--- config.mk ---
export PLATFORM = sky130hd
export DESIGN_NAME = imem_loader_flat
export DESIGN_NICKNAME = d
export VERILOG_FILES = /design/src/rtl/imem_loader_pkg.sv /design/src/rtl/imem_loader_if.sv /design/src/rtl/imem_byte_packer.sv /design/src/rtl/imem_loader.sv /design/src/flat_wrapper.sv
export SDC_FILE = /design/constraint.sdc
export NUM_CORES = 1
export LEC_CHECK = 0
export ABC_CLOCK_PERIOD_IN_PS = 2900
export CORE_ASPECT_RATIO = 1.5
export CORE_UTILIZATION = 58
export DETAILED_ROUTE_END_ITERATION = 10
export MAX_ROUTING_LAYER = met4
export PLACE_DENSITY = 0.85
export SETUP_SLACK_MARGIN = 0.15
export SLEW_MARGIN = 20
export SYNTH_ARGS = -nofsm -noshare
export SYNTH_HDL_FRONTEND = slang
export SYNTH_SLANG_ARGS = --single-unit
--- constraint.sdc ---
create_clock -name clk -period 2.9 [get_ports clk]
set_input_delay 0.58 -clock clk [delete_from_list [all_inputs] [get_ports clk]]
set_output_delay 0.58 -clock clk [all_outputs]
set_load 0.1 [all_outputs]
--- src/rtl/imem_loader_pkg.sv ---
// Shared definitions for the instruction-memory loader: FSM encoding,
// word geometry and the byte-lane placement helper.
package imem_loader_pkg;

   typedef enum logic [1:0] {
      IDLE  = 2'd0,
      LOAD  = 2'd1,
      WRITE = 2'd2,
      DONE  = 2'd3
   } state_t;

   localparam int WORD_W         = 32;
   localparam int BYTES_PER_WORD = 4;

   // Bit offset of the lane that byte number idx of a word lands in.
   // Big-endian puts byte 0 at [31:24]; little-endian puts it at [7:0].
   function automatic logic [4:0] lane_lsb(input logic [1:0] idx, input logic big_endian);
      return big_endian ? {~idx, 3'b000} : {idx, 3'b000};
   endfunction

endpackage

--- src/rtl/imem_loader_if.sv ---
// Byte-stream handshake plus instruction-memory write port of the loader.
// slave = loader side, master = byte source / memory side.
interface imem_loader_if #(parameter int ADDR_W = 6);
   import imem_loader_pkg::*;

   logic              s_valid;
   logic [7:0]        s_data;
   logic              s_last;
   logic              s_ready;
   logic              im_we;
   logic [ADDR_W-1:0] im_addr;
   logic [WORD_W-1:0] im_wdata;

   modport slave  (input  s_valid, s_data, s_last,
                   output s_ready, im_we, im_addr, im_wdata);
   modport master (output s_valid, s_data, s_last,
                   input  s_ready, im_we, im_addr, im_wdata);
endinterface

--- src/rtl/imem_byte_packer.sv ---
// Collects bytes into a 32-bit word in the configured byte order.
// The word output already contains the byte being shifted in this cycle,
// so the loader can register a complete word on the final handshake.
module imem_byte_packer
   import imem_loader_pkg::*;
#(
   parameter bit BIG_ENDIAN = 1'b1
) (
   input  logic              clk,
   input  logic              resetn,
   input  logic              clear,
   input  logic              shift_en,
   input  logic [7:0]        byte_in,
   output logic [1:0]        byte_idx,
   output logic [WORD_W-1:0] word
);

   logic [WORD_W-1:0] word_q;
   logic [4:0]        lsb;

   assign lsb = lane_lsb(byte_idx, BIG_ENDIAN);

   // Merge the incoming byte into its lane; untouched lanes stay zero.
   always_comb begin
      word = word_q;
      if (shift_en) word[lsb +: 8] = byte_in;
   end

   // Hold the partial word and the index of the next byte lane.
   always_ff @(posedge clk or negedge resetn) begin
      if (!resetn) begin
         byte_idx <= 2'd0;
         word_q   <= '0;
      end else if (clear) begin
         byte_idx <= 2'd0;
         word_q   <= '0;
      end else if (shift_en) begin
         byte_idx <= byte_idx + 2'd1;
         word_q   <= word;
      end
   end

endmodule

--- src/rtl/imem_loader.sv ---
// Loads a program image from a byte stream into instruction memory and
// keeps the CPU held until the image is complete.
module imem_loader
   import imem_loader_pkg::*;
#(
   parameter int ADDR_W     = 6,
   parameter bit BIG_ENDIAN = 1'b1
) (
   input  logic          clk,
   input  logic          resetn,
   input  logic          start,
   imem_loader_if.slave  bus,
   output logic          cpu_hold,
   output logic          done,
   output logic          err_overflow,
   output logic [ADDR_W:0] word_count
);

   state_t            state, next_state;
   logic              hs, word_end, start_ok, pk_clear, last_q;
   logic [1:0]        byte_idx;
   logic [WORD_W-1:0] packed_word;
   logic              im_we_q;
   logic [ADDR_W-1:0] im_addr_q;
   logic [WORD_W-1:0] im_wdata_q;

   // word_count doubles as the next word address; its top bit flags a full memory.
   assign hs       = bus.s_valid && bus.s_ready;
   assign word_end = hs && (byte_idx == 2'(BYTES_PER_WORD - 1) || bus.s_last);
   assign start_ok = start && (state == IDLE || state == DONE);
   assign pk_clear = start_ok || (state == WRITE);

   assign bus.s_ready  = (state == LOAD);
   assign cpu_hold     = (state != DONE);
   assign bus.im_we    = im_we_q;
   assign bus.im_addr  = im_addr_q;
   assign bus.im_wdata = im_wdata_q;

   imem_byte_packer #(.BIG_ENDIAN(BIG_ENDIAN)) u_packer (
      .clk      (clk),
      .resetn   (resetn),
      .clear    (pk_clear),
      .shift_en (hs),
      .byte_in  (bus.s_data),
      .byte_idx (byte_idx),
      .word     (packed_word)
   );

   // State register.
   always_ff @(posedge clk or negedge resetn) begin
      if (!resetn) state <= IDLE;
      else         state <= next_state;
   end

   // Next-state decode; WRITE always lasts exactly one cycle.
   always_comb begin
      next_state = state;
      case (state)
         IDLE:    if (start) next_state = LOAD;
         LOAD:    if (word_end) next_state = WRITE;
         WRITE:   next_state = last_q ? DONE : LOAD;
         DONE:    if (start) next_state = LOAD;
         default: next_state = IDLE;
      endcase
   end

   // Registered write port and status; the write is launched on the final
   // byte handshake so im_we is high during the WRITE cycle.
   always_ff @(posedge clk or negedge resetn) begin
      if (!resetn) begin
         im_we_q      <= 1'b0;
         im_addr_q    <= '0;
         im_wdata_q   <= '0;
         done         <= 1'b0;
         err_overflow <= 1'b0;
         word_count   <= '0;
         last_q       <= 1'b0;
      end else begin
         im_we_q <= 1'b0;
         if (start_ok) begin
            im_addr_q    <= '0;
            done         <= 1'b0;
            err_overflow <= 1'b0;
            word_count   <= '0;
            last_q       <= 1'b0;
         end
         if (state == LOAD && word_end) begin
            last_q <= bus.s_last;
            if (!word_count[ADDR_W]) begin
               im_we_q    <= 1'b1;
               im_addr_q  <= word_count[ADDR_W-1:0];
               im_wdata_q <= packed_word;
               word_count <= word_count + (ADDR_W+1)'(1);
            end else begin
               err_overflow <= 1'b1;
            end
         end
         if (state == WRITE && last_q) done <= 1'b1;
      end
   end

endmodule

--- src/flat_wrapper.sv ---
// flat-port wrapper written by rule: the top's interface ports become plain ports
module imem_loader_flat import imem_loader_pkg::*;
#(
   parameter int ADDR_W     = 6,
   parameter bit BIG_ENDIAN = 1'b1
)
  (clk, resetn, start, cpu_hold, done, err_overflow, word_count, bus_s_valid, bus_s_data, bus_s_last, bus_s_ready, bus_im_we, bus_im_addr, bus_im_wdata);
  imem_loader_if #(.ADDR_W(ADDR_W)) bus_i ();
  input  logic clk;
  input  logic resetn;
  input  logic start;
  output logic cpu_hold;
  output logic done;
  output logic err_overflow;
  output logic [ADDR_W:0] word_count;
  input wire logic [$bits(bus_i.s_valid)-1:0] bus_s_valid;
  input wire logic [$bits(bus_i.s_data)-1:0] bus_s_data;
  input wire logic [$bits(bus_i.s_last)-1:0] bus_s_last;
  output wire logic [$bits(bus_i.s_ready)-1:0] bus_s_ready;
  output wire logic [$bits(bus_i.im_we)-1:0] bus_im_we;
  output wire logic [$bits(bus_i.im_addr)-1:0] bus_im_addr;
  output wire logic [$bits(bus_i.im_wdata)-1:0] bus_im_wdata;
  assign bus_i.s_valid = bus_s_valid;
  assign bus_i.s_data = bus_s_data;
  assign bus_i.s_last = bus_s_last;
  assign bus_s_ready = bus_i.s_ready;
  assign bus_im_we = bus_i.im_we;
  assign bus_im_addr = bus_i.im_addr;
  assign bus_im_wdata = bus_i.im_wdata;
  imem_loader #(.ADDR_W(ADDR_W), .BIG_ENDIAN(BIG_ENDIAN)) u_core (.clk(clk), .resetn(resetn), .start(start), .bus(bus_i), .cpu_hold(cpu_hold), .done(done), .err_overflow(err_overflow), .word_count(word_count));
endmodule
==> impl_results.md, run 1 <==
- Post-Synth Adder-Cell Area: between 2 and 3%
- CTS H-tree lvls: 3
- Nets: 418
- Worst path buffer plus inverter count: 2
- Die width: between 60 and 70 um
- CTS Sinks: 85
- Clk slew on worst S/H paths: 90 ps
- Synth Area in Compound Gates: 22.41%
- Multi-input logic area: 1690 sq um
- Critical Path AT: ~2600 ps
- Ys async rst share: 100.0%
- Gr usage total: around 28%
- Flop2flop setup slack: just under 700 ps
- Number of synthesized flops with an enable pin: 0
- Post-cts resize count: 0
- Worst slew pin tran: ~700 ps
- Post-Synth Simple-Gate Area: approximately an eighth
- Largest cells by area after synthesis: dfrtp_1, a32o_1, a22o_1
- Post-Synth XOR/XNOR Area: less than 1%
- MaxCap Viol Count: 0
- Starting Density: 61.05%
- Post-DRT Antenna Nets: 0
- Status: completed
- Cell count after synthesis: 346
- Height of the die: a little over 100 um
- Leak: roughly 2.2 nW
- CTS max path bufs: 2
- Final setup vio count: 0
- Final Critical Period: ~2300 ps
- Required @ worst endpoint: ~3200 ps
- First-pass detailed-route iteration total: 5
- Hold WS: 250.7 ps
- Die area: approximately 7300 sq um
- Worst min path class: input pin to async pin
- Synth Flop Type: dfrtp_1
- RSZ-0062 raised after global routing: no
- Critical Path Max Stage Delay: roughly 730 ps
- Final wirelength: between 9 and 10 mm
- Worst Path Class, Setup: input pin to flop
- Layout cells sized above 1: 24.69%
- WL/cell: ~20 um
- Clock tree root buffer cell: clkbuf_8
- Post-route setup TNS: 0 ps
- Vias in the first global route: 3,111
- Fmax: 432.6 MHz
- Sequential share of the synthesized area: between 50% and 60%
- Core area: 6576 sq um
- Register area: 2127 sq um
- Worst path top cell family by delay: buffers and inverters
- Power density cells: 986.7 nW/um^2
- DR iter-0 viols: around 370
- Crit-path max FO: 28
- Final hold violations: 0
- Post-synth top area share: 52.98%
- Largest family of logic cells by synthesized area: compound AO/OA/AOI/OAI gates
- Setup Skew: 8.934 ps
- Clk Latency, worst-skew pair: between 300 and 400 ps
- Cells along the critical path: clkdlybuf4s50_1, o211a_1, nand2_2, inv_4, mux2_2
- DRC violation count after routing: 0
- Post-synth top cells: dfrtp_1, o21ai_0, a22o_1, a32o_1, nand2_1
- Placer congestion estimate: around 0.87
- Ports: between 60 and 70
- Tcrit/Tclk final: roughly 80%
- I/O Buffers: 62
- Synthesis Warnings: 0
- Hold-fix buffers, CTS: 0
- Worst rel slew slack: 53.52%
- Synth cell types: 47
- Total CTS buffers: 9
- Remaining global-route overflow: 0
- CP max-delay cell: clkdlybuf4s50_1
- Mean Syn Cell Area: 11.60 sq um
- Area Overhead vs Synth: 16.95%
- Vias per cell: 6.644
- Most numerous cell in the Yosys netlist: dfrtp_1
- Largest net degree at the start of global routing: 54
- Synth Cell Area: between 4000 and 5000 sq um
- Largest area contributor in the netlist: dfrtp_1
- Synth Net Count: approximately 370
- Setup crit start kind: input pin
- Initial antenna violation count: 0
- Dpl hpwl: around 6.5 mm
- CTS tree: yes
- First-pass GRT wire length: 15.53 mm
- Mux contribution to synthesized area: under 10%
- Number of synthesized register bits: 85
- CP endpoint kind: flop
- Post-CTS setup buffers: 0
- Fillers: between 400 and 500
- Slew Viols, Final: 0
- Via count: 3,169
- Row cnt: 36
- Maximum VDD drop: 505.2 uV
- Antenna Cells: 0
[final cells by class]
class	count	area share, %
sequential	85	45.30
multi-input combinational	221	36.00
timing repair buffer	68	11.99
clock buffer	9	2.638
tap	76	2.025
clock inverter	7	1.119
inverter	11	0.9326
[layer usage]
metal,track usage (%),vias to the layer above,share of wire (%)
met1,33.95,1596,40
met2,46.36,136,52
li1,-,1413,-
met3,3.488,24,5.5
met4,13.57,0,2.6
met5,-,-,0
[cells by family (layout without fill, tap and decap cells)]
family	after synthesis	after routing
AOI/OAI and AO/OA	118	118
DFF	85	85
and+or+nand+nor	75	75
buffers and inverters	40	95
muxes	18	18
adders and majority gates	9	9
xor gates and xnor gates	1	1
[worst paths after layout]
check,from,to,cells after the start
worst max-delay path,bus_s_valid,u_core.bus.im_wdata[11]$_DFFE_PN0P_,5
worst min-delay path,resetn,u_core.done$_DFFE_PN0P_,1
worst max register to register,u_core.state[1]$_DFFE_PN0P_,u_core.bus.im_wdata[11]$_DFFE_PN0P_,7
worst min register to register,u_core.u_packer.word_q[21]$_DFFE_PN0P_,u_core.u_packer.word_q[21]$_DFFE_PN0P_,1
max in group asynchronous,resetn,u_core.u_packer.word_q[2]$_DFFE_PN0P_,2
min in group clk,u_core.u_packer.word_q[21]$_DFFE_PN0P_,u_core.u_packer.word_q[21]$_DFFE_PN0P_,1
[state kept, by name, summed over array words and instances, names as in the netlist]
| signal | count |
|---|---|
| u_core.bus.im_wdata | 32 |
| u_core.u_packer.word_q | 32 |
| u_core.word_count | 7 |
| u_core.bus.im_addr | 6 |
| u_core.state | 2 |
| u_core.u_packer.byte_idx | 2 |
| u_core.bus.im_we | 1 |
| u_core.done | 1 |
| u_core.err_overflow | 1 |
| u_core.last_q | 1 |
[power breakdown]
group / internal [mW] / total [mW] / switching, mW
combinational: 0.539 / 2.38 / 1.84
clock: 0.311 / 0.746 / 0.435
sequential: 1.37 / 1.51 / 0.141
[metrics by stage]
stage          power, mW  area [sq um]  cells  utilization, %  setup slack [ps]
2_1_floorplan      3.372          4015    346               -             334.4
3_3_place_gp       3.831          4519    461           68.72             346.4
3_5_place_dp       3.896          4519    461           68.72             261.6
4_1_cts            4.636          4696    477           71.40             614.5
5_1_grt            4.812          4696    477           71.40             477.0
6_report           4.633          4696    477           71.40             588.5
[cell usage in the layout, fill, tap and decap left out, types with 4 or more instances in the layout]
master,synthesis,routed
a21oi_1,12,12
nand3_1,18,18
clkinvlp_4,0,4
ha_1,9,9
a32o_1,24,24
nor2b_1,5,5
inv_1,10,10
a22o_1,25,25
nand2_1,20,20
dfrtp_1,85,85
nor2_1,5,5
o21ai_0,26,26
clkdlybuf4s50_1,0,11
buf_4,3,55
clkbuf_8,0,9
o211ai_1,6,6
mux2_2,16,16
a32oi_1,8,8
a31oi_1,8,8
Note: power is estimated with default switching activity, not from simulation.
==> run 2: changes to the inputs <==
--- a/config.mk
+++ b/config.mk
@@ -5,12 +5,12 @@
 export SDC_FILE = /design/constraint.sdc
 export NUM_CORES = 1
 export LEC_CHECK = 0
-export ABC_CLOCK_PERIOD_IN_PS = 2900
+export ABC_CLOCK_PERIOD_IN_PS = 2300
 export CORE_ASPECT_RATIO = 1.5
-export CORE_UTILIZATION = 58
+export CORE_UTILIZATION = 54
 export DETAILED_ROUTE_END_ITERATION = 10
 export MAX_ROUTING_LAYER = met4
-export PLACE_DENSITY = 0.85
+export PLACE_DENSITY = 0.8
 export SETUP_SLACK_MARGIN = 0.15
 export SLEW_MARGIN = 20
 export SYNTH_ARGS = -nofsm -noshare
==> constraint.sdc (replaced) <==
create_clock -name clk -period 2.3 [get_ports clk]
set_input_delay 0.46 -clock clk [delete_from_list [all_inputs] [get_ports clk]]
set_output_delay 0.46 -clock clk [all_outputs]
set_load 0.1 [all_outputs]
==> run 2 against run 1 <==
  * Largest power group unchanged
  * Sequential power grew 26%
  * Total power rose by 31%
  * Clock power is 43% higher
  * Critical path depth unchanged
  * Combinational power grew 30%
==> impl_results.md, run 2 (synthesized netlist as in run 1, its figures left out) <==
- Required @ worst endpoint: approximately 2600 ps
- Ports: 63
- Row cnt: 38
- Die width: between 70 and 80 um
- Setup crit start kind: flop
- Top Metal Used: met4
- Placer congestion estimate: around 0.86
- Total CTS buffers: 9
- DR iter-0 viols: 162
- Post-DRT Antenna Nets: 0
- WL/cell: ~18 um
- FF-to-FF End: u_core.bus.im_wdata[20]$_DFFE_PN0P_
- Power density cells: 1236 nW/um^2
- Vias per cell: about 6
- Area Overhead vs Synth: 22.22%
- CTS Sinks: 85
- CTS max path bufs: 2
- Leak: 2.247 nW
- I/O Buffers: 62
- Register share of total power: between 30% and 40%
- First-pass GRT wire length: 15.39 mm
- Final setup vio count: 0
- Final wirelength: approximately 9.5 mm
- Slew Viols, Final: 0
- Clock tree root buffer cell: clkbuf_8
- Worst Reg2Reg Path Length in Cells: 5
- Antenna Cells: 0
- Worst Path Class, Setup: flop to flop
- Largest net degree at the start of global routing: 35
- Remaining global-route overflow: 0
- Met3 routed WL: slightly below 400 um
- RSZ-0062 raised after global routing: no
- Post-route setup TNS: 0 ps
- Gr usage total: between 20% and 30%
- Flop2flop setup slack: ~300 ps
- Clk pwr share: approximately 18%
- Pwr Total: between 6 and 7 mW
- Initial antenna violation count: 0
- Dpl hpwl: 6.885 mm
- Worst rel slew slack: 58.52%
- Height of the die: roughly 110 um
- Status: completed
- Starting Density: a little under three fifths
- P_sw: 3.063 mW
- Most frequent cells in the layout: dfrtp_1, buf_4, o21ai_0
- Vias in the first global route: 3,099
- Comb power frac: between 50% and 60%
- Final Critical Period: 1998 ps
- Setup Skew: 13.58 ps
- Commonest non-fill, non-tap cell in the layout: dfrtp_1
- Worst r2r src: u_core.u_packer.byte_idx[0]$_DFFE_PN0P_
- Via count: slightly above 3,000
- Tcrit/Tclk final: between 80% and 90%
- CP endpoint kind: flop
- Placed cells: around 500
- CTS tree: yes
- Switching Share: 50.49%
- DRC violation count after routing: 0
- MaxCap Viol Count: 0
- Fmax: between 500 and 600 MHz
- CTS H-tree lvls: 3
- Met1 WL: 3.688 mm
- Critical Path AT: 2250 ps
- Maximum VDD drop: 614.6 uV
- Final hold violations: 0
- First-pass detailed-route iteration total: 5
- Nets: between 400 and 500
- Worst min path class: input pin to async pin
- Crit-path max FO: 9
- Clk Latency, worst-skew pair: about 370 ps
- Cell-internal power: between 3 and 4 mW
- Layout cells sized above 1: between 20 and 30%
- Core area: 7227 sq um
- Fillers: about 600
- Worst slew pin tran: between 600 and 700 ps
- Die area: roughly 7800 sq um
- Finished Layout Cells: approximately 520
- Met2 WL: 5.204 mm
- Clk slew on worst S/H paths: ~90 ps
- Post-CTS setup buffers: 0
==> run 2: cell types whose count changed in the layout (fill, tap and decap cells not counted) <==
| cell | previous run | this run |
|---|---|---|
| clkbuf_1 | 0 | 1 |
| buf_4 | 55 | 69 |
| clkinv_4 | 2 | 0 |
| bufinv_16 | 0 | 1 |
| clkinvlp_4 | 4 | 3 |
| clkinv_2 | 1 | 0 |
| ha_4 | 0 | 1 |
| buf_12 | 2 | 4 |
| ha_2 | 0 | 1 |
| inv_6 | 0 | 2 |
| ha_1 | 9 | 7 |
==> run 2: worst max-delay path, stage by stage, from the launching register on <==
cell	delay [ps]
dfrtp_1	500
inv_1	140
ha_1	400
and4b_1	290
a32o_1	300
mux2_2	260
==> run 2: per-stage QoR <==
step	setup slack [ps]	hold WS, ps	util, %	cell area (sq um)
4_1_cts	232.2	8.187	67.87	4905
3_3_place_gp	151.9	406.8	65.13	4707
5_1_grt	182.9	31.42	67.90	4907
2_1_floorplan	327.3	164.4	-	4028
3_5_place_dp	124.7	409.8	65.13	4707
6_report	301.6	4.073	67.90	4907
==> run 2: final cells by class <==
class | count | area [sq um] | share of cell area (%)
Clock inverter | 6 | 70.07 | 1.428
Sequential cell | 85 | 2127 | 43.35
Multi-Input combinational cell | 221 | 1705 | 34.75
Inverter | 11 | 43.79 | 0.8924
Clock buffer | 10 | 127.6 | 2.601
Tap cell | 100 | 125.1 | 2.550
Timing Repair Buffer | 84 | 708.2 | 14.43
==> run 2: layer usage <==
metal,global-route usage [%],vias up
met4,12.18,0
li1,-,1445
met3,3.839,16
met5,-,-
met1,31.08,1553
met2,46.26,96
==> run 2: what timing repair did <==
| action | CTS | global route |
|---|---|---|
| setup endpoints to repair | 0 | 2 |
| gates resized for setup | 0 | 1 |
| hold buffers | 0 | 0 |
==> run 2: how the worst max path moves through the flow <==
stage,from,endpoint,slack (ps),cells past startpoint
final,u_core.u_packer.byte_idx[0]$_DFFE_PN0P_,u_core.bus.im_wdata[20]$_DFFE_PN0P_,300,5
after global routing,u_core.state[0]$_DFFE_PN0P_,u_core.u_packer.word_q[22]$_DFFE_PN0P_,180,5
after CTS,u_core.u_packer.byte_idx[0]$_DFFE_PN0P_,u_core.bus.im_wdata[9]$_DFFE_PN0P_,230,4
after detailed placement,bus_s_valid,u_core.bus.im_wdata[13]$_DFFE_PN0P_,120,4
after global placement,bus_s_valid,u_core.bus.im_wdata[10]$_DFFE_PN0P_,150,4
after floorplan,u_core.word_count[0]$_DFF_PN0_,u_core.word_count[4]$_DFF_PN0_,330,4
==> run 2: power by group through the flow <==
| stage | clock, mW | combinational, mW | sequential, mW |
|---|---|---|---|
| 5_1_grt | 1.14 | 3.26 | 1.93 |
| 4_1_cts | 1.09 | 3.10 | 1.90 |
| 3_3_place_gp | 0 | 3.04 | 1.91 |
| 2_1_floorplan | 0 | 1.15 | 3.13 |
| 3_5_place_dp | 0 | 3.10 | 1.93 |
| 6_report | 1.07 | 3.10 | 1.90 |
